File: src/rtl/rk_kbd_pkg.sv
// Shared types and constants for the Radio-86RK keyboard matrix write scheduler.
// Key codes are {col, row}; script entries add a press bit on top.
package rk_kbd_pkg;

    typedef struct packed {
        logic [2:0] col;
        logic [3:0] row;
    } key_code_t;

    typedef struct packed {
        logic       press;
        logic [2:0] col;
        logic [3:0] row;
    } scr_entry_t;

    localparam logic [3:0] ROW_NONE  = 4'hF;
    localparam logic [7:0] SCR_PAUSE = 8'h00;

    typedef enum logic [1:0] {
        StIdle  = 2'd0,
        StWait  = 2'd1,
        StIssue = 2'd2
    } sched_state_e;

    // Matrix positions of the keys used by the boot sequences.
    localparam key_code_t KEY_0     = '{col: 3'd0, row: 4'd2};
    localparam key_code_t KEY_1     = '{col: 3'd1, row: 4'd2};
    localparam key_code_t KEY_COMMA = '{col: 3'd4, row: 4'd3};
    localparam key_code_t KEY_G     = '{col: 3'd7, row: 4'd4};
    localparam key_code_t KEY_R     = '{col: 3'd2, row: 4'd6};
    localparam key_code_t KEY_CR    = '{col: 3'd2, row: 4'd1};

    function automatic scr_entry_t scr_key(input logic press, input key_code_t key);
        scr_entry_t e;
        e.press = press;
        e.col   = key.col;
        e.row   = key.row;
        return e;
    endfunction

    // "R0,10<CR>" as press/release pairs, first entry in the top byte.
    localparam int unsigned BOOT_R010_LEN = 12;
    localparam logic [BOOT_R010_LEN*8-1:0] BOOT_R010 = {
        8'hA6, 8'h26, 8'h82, 8'h02, 8'hC3, 8'h43,
        8'h92, 8'h12, 8'h82, 8'h02, 8'hA1, 8'h21
    };

    // "G<CR>".
    localparam int unsigned BOOT_G_LEN = 4;
    localparam logic [BOOT_G_LEN*8-1:0] BOOT_G = {8'hF4, 8'h74, 8'hA1, 8'h21};

endpackage

File: src/rtl/rk_sync_fifo.sv
// Single-clock FIFO with drop-on-full pushes, synchronous flush and registered
// full/empty/count flags. Head entry is presented combinationally on dout.
module rk_sync_fifo #(
    parameter int unsigned DEPTH = 16,
    parameter int unsigned WIDTH = 8
) (
    input  logic                       clk,
    input  logic                       reset,
    input  logic                       flush,
    input  logic                       push,
    input  logic [WIDTH-1:0]           din,
    input  logic                       pop,
    output logic [WIDTH-1:0]           dout,
    output logic                       full,
    output logic                       empty,
    output logic [$clog2(DEPTH):0]     count,
    output logic                       dropped
);

    localparam int unsigned AW = $clog2(DEPTH);
    localparam int unsigned CW = AW + 1;
    localparam logic [CW-1:0] COUNT_FULL = CW'(DEPTH);

    logic [WIDTH-1:0] mem_q [DEPTH];
    logic [AW-1:0]    wptr_q, wptr_d;
    logic [AW-1:0]    rptr_q, rptr_d;
    logic [CW-1:0]    count_q, count_d;
    logic             full_q, empty_q;
    logic             push_ok, pop_ok;

    assign push_ok = push && !full_q && !flush;
    assign pop_ok  = pop && !empty_q && !flush;
    // A flush swallows the push without counting it as an overflow.
    assign dropped = push && full_q && !flush;

    always_comb begin
        wptr_d  = wptr_q;
        rptr_d  = rptr_q;
        count_d = count_q;
        if (flush) begin
            wptr_d  = '0;
            rptr_d  = '0;
            count_d = '0;
        end else begin
            if (push_ok) wptr_d = wptr_q + AW'(1);
            if (pop_ok)  rptr_d = rptr_q + AW'(1);
            case ({push_ok, pop_ok})
                2'b10:   count_d = count_q + CW'(1);
                2'b01:   count_d = count_q - CW'(1);
                default: count_d = count_q;
            endcase
        end
    end

    always_ff @(posedge clk or posedge reset) begin
        if (reset) begin
            wptr_q  <= '0;
            rptr_q  <= '0;
            count_q <= '0;
            full_q  <= 1'b0;
            empty_q <= 1'b1;
        end else begin
            wptr_q  <= wptr_d;
            rptr_q  <= rptr_d;
            count_q <= count_d;
            full_q  <= (count_d == COUNT_FULL);
            empty_q <= (count_d == '0);
        end
    end

    always_ff @(posedge clk) begin
        if (push_ok) mem_q[wptr_q] <= din;
    end

    assign dout  = mem_q[rptr_q];
    assign full  = full_q;
    assign empty = empty_q;
    assign count = count_q;

endmodule

File: src/rtl/rk_kbd_sched.sv
// Arbitrates the keyboard matrix write port between live PS/2 key events and a
// tick-paced script queue. Live events always win; abort flushes and clears.
module rk_kbd_sched
    import rk_kbd_pkg::*;
#(
    parameter int unsigned DEPTH    = 16,
    parameter int unsigned TICK_DIV = 2000000
) (
    input  logic                   clk,
    input  logic                   reset,
    input  logic                   live_valid,
    input  logic                   live_press,
    input  logic [6:0]             live_code,
    input  logic                   scr_wr,
    input  logic [7:0]             scr_data,
    input  logic                   abort,
    output logic                   scr_full,
    output logic [$clog2(DEPTH):0] scr_count,
    output logic                   overflow,
    output logic                   script_active,
    output logic                   mat_we,
    output logic [3:0]             mat_row,
    output logic [2:0]             mat_col,
    output logic                   mat_val,
    output logic                   mat_clr
);

    localparam int unsigned TW = $clog2(TICK_DIV);
    localparam int unsigned CW = $clog2(DEPTH) + 1;
    // WAIT lasts TICK_DIV-1 cycles so that WAIT plus ISSUE spans one tick period.
    localparam logic [TW-1:0] TICK_LAST = TW'(TICK_DIV - 2);

    sched_state_e   state_q, state_d;
    logic [TW-1:0]  tick_q, tick_d;

    logic           fifo_pop;
    logic           fifo_full, fifo_empty, fifo_dropped;
    logic [7:0]     fifo_dout;
    logic [CW-1:0]  fifo_count;
    scr_entry_t     head;
    key_code_t      live_key;
    logic           live_hit;
    logic           push_ok;

    logic           overflow_q, overflow_d;
    logic           active_q;
    logic           mat_we_q, mat_we_d;
    logic [3:0]     mat_row_q, mat_row_d;
    logic [2:0]     mat_col_q, mat_col_d;
    logic           mat_val_q, mat_val_d;
    logic           mat_clr_q, mat_clr_d;

    rk_sync_fifo #(
        .DEPTH (DEPTH),
        .WIDTH (8)
    ) u_fifo (
        .clk     (clk),
        .reset   (reset),
        .flush   (abort),
        .push    (scr_wr),
        .din     (scr_data),
        .pop     (fifo_pop),
        .dout    (fifo_dout),
        .full    (fifo_full),
        .empty   (fifo_empty),
        .count   (fifo_count),
        .dropped (fifo_dropped)
    );

    assign head     = scr_entry_t'(fifo_dout);
    assign live_key = key_code_t'(live_code);
    assign live_hit = live_valid && (live_key.row != ROW_NONE);
    assign push_ok  = scr_wr && !fifo_full;

    always_comb begin
        state_d  = state_q;
        tick_d   = tick_q;
        fifo_pop = 1'b0;
        unique case (state_q)
            StIdle: begin
                if (!fifo_empty) begin
                    state_d = StWait;
                    tick_d  = '0;
                end
            end
            StWait: begin
                if (tick_q == TICK_LAST) begin
                    state_d = StIssue;
                    tick_d  = '0;
                end else begin
                    tick_d = tick_q + TW'(1);
                end
            end
            StIssue: begin
                // Any live strobe, mapped or not, holds the step for a retry.
                if (!live_valid) begin
                    fifo_pop = 1'b1;
                    tick_d   = '0;
                    state_d  = (fifo_count == CW'(1) && !push_ok) ? StIdle : StWait;
                end
            end
            default: state_d = StIdle;
        endcase
        if (abort) begin
            state_d  = StIdle;
            tick_d   = '0;
            fifo_pop = 1'b0;
        end
    end

    always_comb begin
        mat_we_d   = 1'b0;
        mat_row_d  = '0;
        mat_col_d  = '0;
        mat_val_d  = 1'b0;
        mat_clr_d  = 1'b0;
        overflow_d = overflow_q | fifo_dropped;
        if (abort) begin
            mat_clr_d  = 1'b1;
            overflow_d = 1'b0;
        end else if (live_hit) begin
            mat_we_d  = 1'b1;
            mat_row_d = live_key.row;
            mat_col_d = live_key.col;
            mat_val_d = live_press;
        end else if (fifo_pop && fifo_dout != SCR_PAUSE && head.row != ROW_NONE) begin
            mat_we_d  = 1'b1;
            mat_row_d = head.row;
            mat_col_d = head.col;
            mat_val_d = head.press;
        end
    end

    always_ff @(posedge clk or posedge reset) begin
        if (reset) begin
            state_q    <= StIdle;
            tick_q     <= '0;
            overflow_q <= 1'b0;
            active_q   <= 1'b0;
            mat_we_q   <= 1'b0;
            mat_row_q  <= '0;
            mat_col_q  <= '0;
            mat_val_q  <= 1'b0;
            mat_clr_q  <= 1'b0;
        end else begin
            state_q    <= state_d;
            tick_q     <= tick_d;
            overflow_q <= overflow_d;
            active_q   <= (state_d != StIdle);
            mat_we_q   <= mat_we_d;
            mat_row_q  <= mat_row_d;
            mat_col_q  <= mat_col_d;
            mat_val_q  <= mat_val_d;
            mat_clr_q  <= mat_clr_d;
        end
    end

    assign scr_full      = fifo_full;
    assign scr_count     = fifo_count;
    assign overflow      = overflow_q;
    assign script_active = active_q;
    assign mat_we        = mat_we_q;
    assign mat_row       = mat_row_q;
    assign mat_col       = mat_col_q;
    assign mat_val       = mat_val_q;
    assign mat_clr       = mat_clr_q;

endmodule
File: config.mk
export PLATFORM = sky130hd
export DESIGN_NAME = rk_kbd_sched
export DESIGN_NICKNAME = d
export VERILOG_FILES = /design/src/rtl/rk_kbd_pkg.sv /design/src/rtl/rk_sync_fifo.sv /design/src/rtl/rk_kbd_sched.sv
export SDC_FILE = /design/constraint.sdc
export NUM_CORES = 1
export LEC_CHECK = 0
export BUFFER_PORTS_ARGS = -buffer_cell sky130_fd_sc_hd__buf_4
export CAP_MARGIN = 20
export CORE_MARGIN = 1
export CORE_UTILIZATION = 61
export CTS_BUF_LIST = sky130_fd_sc_hd__clkbuf_8
export CTS_CLUSTER_DIAMETER = 40
export DETAILED_ROUTE_END_ITERATION = 8
export PLACE_DENSITY_LB_ADDON = 0.12
export SLEW_MARGIN = 20
export SYNTH_ARGS = -nofsm -noshare
export SYNTH_HDL_FRONTEND = slang
export SYNTH_SLANG_ARGS = --single-unit
File: constraint.sdc
create_clock -name clk -period 7.35 [get_ports clk]
set_clock_uncertainty 0.2 [all_clocks]
set_input_delay 1.1025 -clock clk [delete_from_list [all_inputs] [get_ports clk]]
set_output_delay 1.1025 -clock clk [all_outputs]
set_load 0.01 [all_outputs]
==> impl_metrics.py <==
metrics = {
    "run_status": {
        "status": "finished, final reports clean",
    },
    "synthesis": {
        "async_flop_share_pct": 28.1,
        "synth_xor_area_share_pct": 1.68,
        "ys_seq_elements": 178,
        "syn_nets": 578,
        "syn-cell-area_mm2": 0.00781,
        "synth_edf_count": 128,
        "muxShareOfSynthArea_pct": 9.14,
        "synth_top_family_by_area": "simple AND/OR/NAND/NOR gates",
        "synthAdderAreaFrac_pct": 2.56,
        "netlist_instances": 541,
        "synth-compound-area-share_pct": 9.09,
        "syn_area_per_cell_um2": 14.4,
        "seq_area_frac_synth_pct": 65.2,
        "ys_warn_count": 0,
        "synthSimpleGateAreaFrac_pct": 9.62,
        "yosysUniqueCellTypes": 59,
        "synth_ff_type": "edfxtp_1",
    },
    "routing": {
        "drtIter0Drc": 361,
        "wl_mm": 14.6,
        "viasPerCell": 6.11,
        "postRouteAntennaNets": 0,
        "drc": 0,
        "wire_per_inst_um": 19.2,
        "vias": 4646,
        "firstDrtPassIters": 5,
    },
    "floorplanning": {
        "num_rows": 40,
        "die_area_mm2": 0.0133,
        "die_h_um": 115,
        "die_w_um": 115,
        "core-area_mm2": 0.0123,
        "io_pins": 39,
        "start_util_pct": 63.7,
    },
    "timing": {
        "final_max_slew_viol_count": 0,
        "rsz0062_at_grt": "false",
        "min_period_ps": 3310,
        "tns_ps": 0,
        "tightest_slew_ps": 871,
        "fmax_mhz": 302,
        "finalCritPeriodShare_pct": 45.1,
        "fin_ws_ps": 4040,
        "setup_violations": 0,
        "slew_headroom_pct": 41.7,
        "finalHoldViolations": 0,
    },
    "global_routing": {
        "grt_start_max_net_pins": 51,
        "gr-usage-met2_pct": 36.3,
        "grt_remaining_overflow": 0,
        "grt_pass1_vias": 4366,
        "grt_pass1_wl_mm": 23.1,
        "grt.met1_usage_pct": 33.7,
        "track_usage_pct": 23.9,
        "antenna_found_initial": 0,
        "busiest_layer": "met2",
        "gr-usage-met3_pct": 4.69,
    },
    "layout": {
        "n_fill_cell": 855,
        "layout-drive-gt1-share_pct": 18.1,
        "nNetsFinal": 616,
        "final_cell_area_mm2": 0.00855,
        "syn_to_final_growth_pct": 9.46,
        "antenna_cells": 0,
    },
    "critical_path": {
        "cp-start-kind": "register",
        "rr_worst_depth": 6,
        "critPathKind": "register to register",
        "r2r-start": "u_fifo.rptr_q[1]",
        "cp_max_fo": 20,
        "required_ps": 7530,
        "cp-end-kind": "register",
        "reg2reg_to": "mat_col[1]",
        "cp.arrival_ps": 3490,
        "r2r_slack_ps": 4040,
    },
    "job": {
        "drv_cap": 0,
    },
    "place": {
        "place.gp.congestion": 0.870,
        "portBuffers": 38,
        "placedInstanceArea_mm2": 0.00818,
        "dpl.hpwl_mm": 9.99,
        "place_ws_ps": 3620,
    },
    "pwr": {
        "power.leakage_nw": 3.04,
        "p_per_area_mw_per_mm2": 214,
        "power_mw": 1.83,
        "worst_ir_drop_vdd_mv": 0.149,
    },
    "clocking": {
        "hold_buffers": 0,
        "htree_levels": 4,
        "cts_buffers": 17,
        "cts_setup_buffers": 0,
        "cts-resized-gates": 0,
        "clk_pin_slew_worst_paths_ps": 80,
        "cts_tree": "done",
        "cts.sinks": 178,
        "cts_buffer_depth": 2,
        "worst_skew_pair.late_latency_ps": 460,
        "root_buffer": "clkbuf_8",
    },
    "min_path": {
        "hold_depth": 2,
        "hold_path_end": "overflow",
        "min_from": "overflow",
        "hold_class": "register to register",
    },
}
==> state kept, by name, summed over array words and instances, names as in the netlist <==
register and flops:
mat_clr 1, overflow 1, u_fifo.count 5, mat_row 4, script_active 1, mat_val 1, tick_q 21, u_fifo.mem_q 128
u_fifo.empty 1, u_fifo.wptr_q 4, mat_col 3, mat_we 1, u_fifo.full 1, u_fifo.rptr_q 4, state_q 2
==> power breakdown <==
part	switching [mW]	leakage [nW]	internal, mW
sequential	0.00617	1.84	1.09
combinational	0.0565	0.999	0.0310
clock	0.346	0.202	0.300
==> worst max path at each step <==
| stage | start | to | slack (ps) |
|---|---|---|---|
| finish | u_fifo.rptr_q[1] | mat_col[1] | 4040 |
| global route | u_fifo.rptr_q[0] | mat_val | 3840 |
| detailed placement | scr_wr | u_fifo.empty | 3620 |
| floorplan | abort | u_fifo.empty | 3950 |
| global placement | abort | u_fifo.empty | 3690 |
| CTS | u_fifo.rptr_q[0] | mat_col[1] | 4040 |
==> synth_stat cells (7+ instances only) <==
cell,count,share of area (%)
a21oi_1,19,1.2
a221oi_1,15,1.7
a22o_1,8,0.90
dfrtp_1,49,16
edfxtp_1,128,49
ha_1,16,2.6
inv_1,15,0.72
mux2i_1,32,4.1
mux4_2,16,4.6
nand2_1,25,1.2
nand3_1,12,0.77
nand4_1,8,0.64
nor2_1,48,2.3
nor2b_1,8,0.64
nor3_1,7,0.45
o21ai_0,25,1.6
xor2_1,9,1.0
==> layout by cell type (no fill, tap or decap), types with 4 or more instances in the layout <==
cell,instances
nor3_1,7
o21ai_0,25
mux2i_1,32
a22o_1,8
edfxtp_1,128
clkbuf_8,17
buf_4,40
clkinv_2,4
xnor2_1,6
nand2b_1,6
xor2_1,9
nand3_1,12
nand4_1,8
nor4_1,4
a221oi_1,15
a21oi_1,19
a22oi_1,6
a22oi_2,5
ha_1,16
or3_1,6
and3_1,6
inv_1,16
nand2_1,25
nor2b_1,8
mux4_2,16
dfrtp_1,48
nand3b_1,4
nor2_1,48
==> worst max-delay path, stage by stage (launching register included) <==
cell	delay, ps
dfrtp_1	900
and2_1	740
a221oi_1	270
o21ai_0	360
nand2_2	160
a41oi_4	370
a22o_1	220
==> metal layers <==
metal / vias to the layer above / part of all wire (%)
li1: 2140 / -
met1: 2309 / 44
met2: 166 / 48
met3: 31 / 5.4
met4: 0 / 3.2
met5: - / 0
==> logic make-up (layout without fill, tap and decap cells) <==
logic type,Yosys count,after routing
adder cells (fa/ha/maj),16,16
AND/OR/NAND/NOR,150,150
AO/OA/AOI/OAI,94,94
flip-flops,178,178
buffers and inverters,37,88
multiplexers,51,51
XOR/XNOR,15,15
==> layout make-up <==
class / count / area, µm² / share of cell area [%]
Clock buffer: 17 / 234 / 2.74
Multi-Input combinational cell: 326 / 2510 / 29.3
Timing Repair Buffer: 40 / 300 / 3.51
Tap cell: 168 / 210 / 2.46
Clock inverter: 15 / 143 / 1.67
Sequential cell: 178 / 5100 / 59.6
Inverter: 16 / 61.3 / 0.717
==> stage by stage <==
step | hold slack [ps] | instances | util (%)
6_report | 332 | 760 | 69.8
5_1_grt | 374 | 760 | 69.8
4_1_cts | 342 | 760 | 69.8
3_5_place_dp | 318 | 728 | 66.7
3_3_place_gp | 298 | 728 | 66.7
2_1_floorplan | 274 | 541 | -
Note: power is estimated with default switching activity, not from simulation.
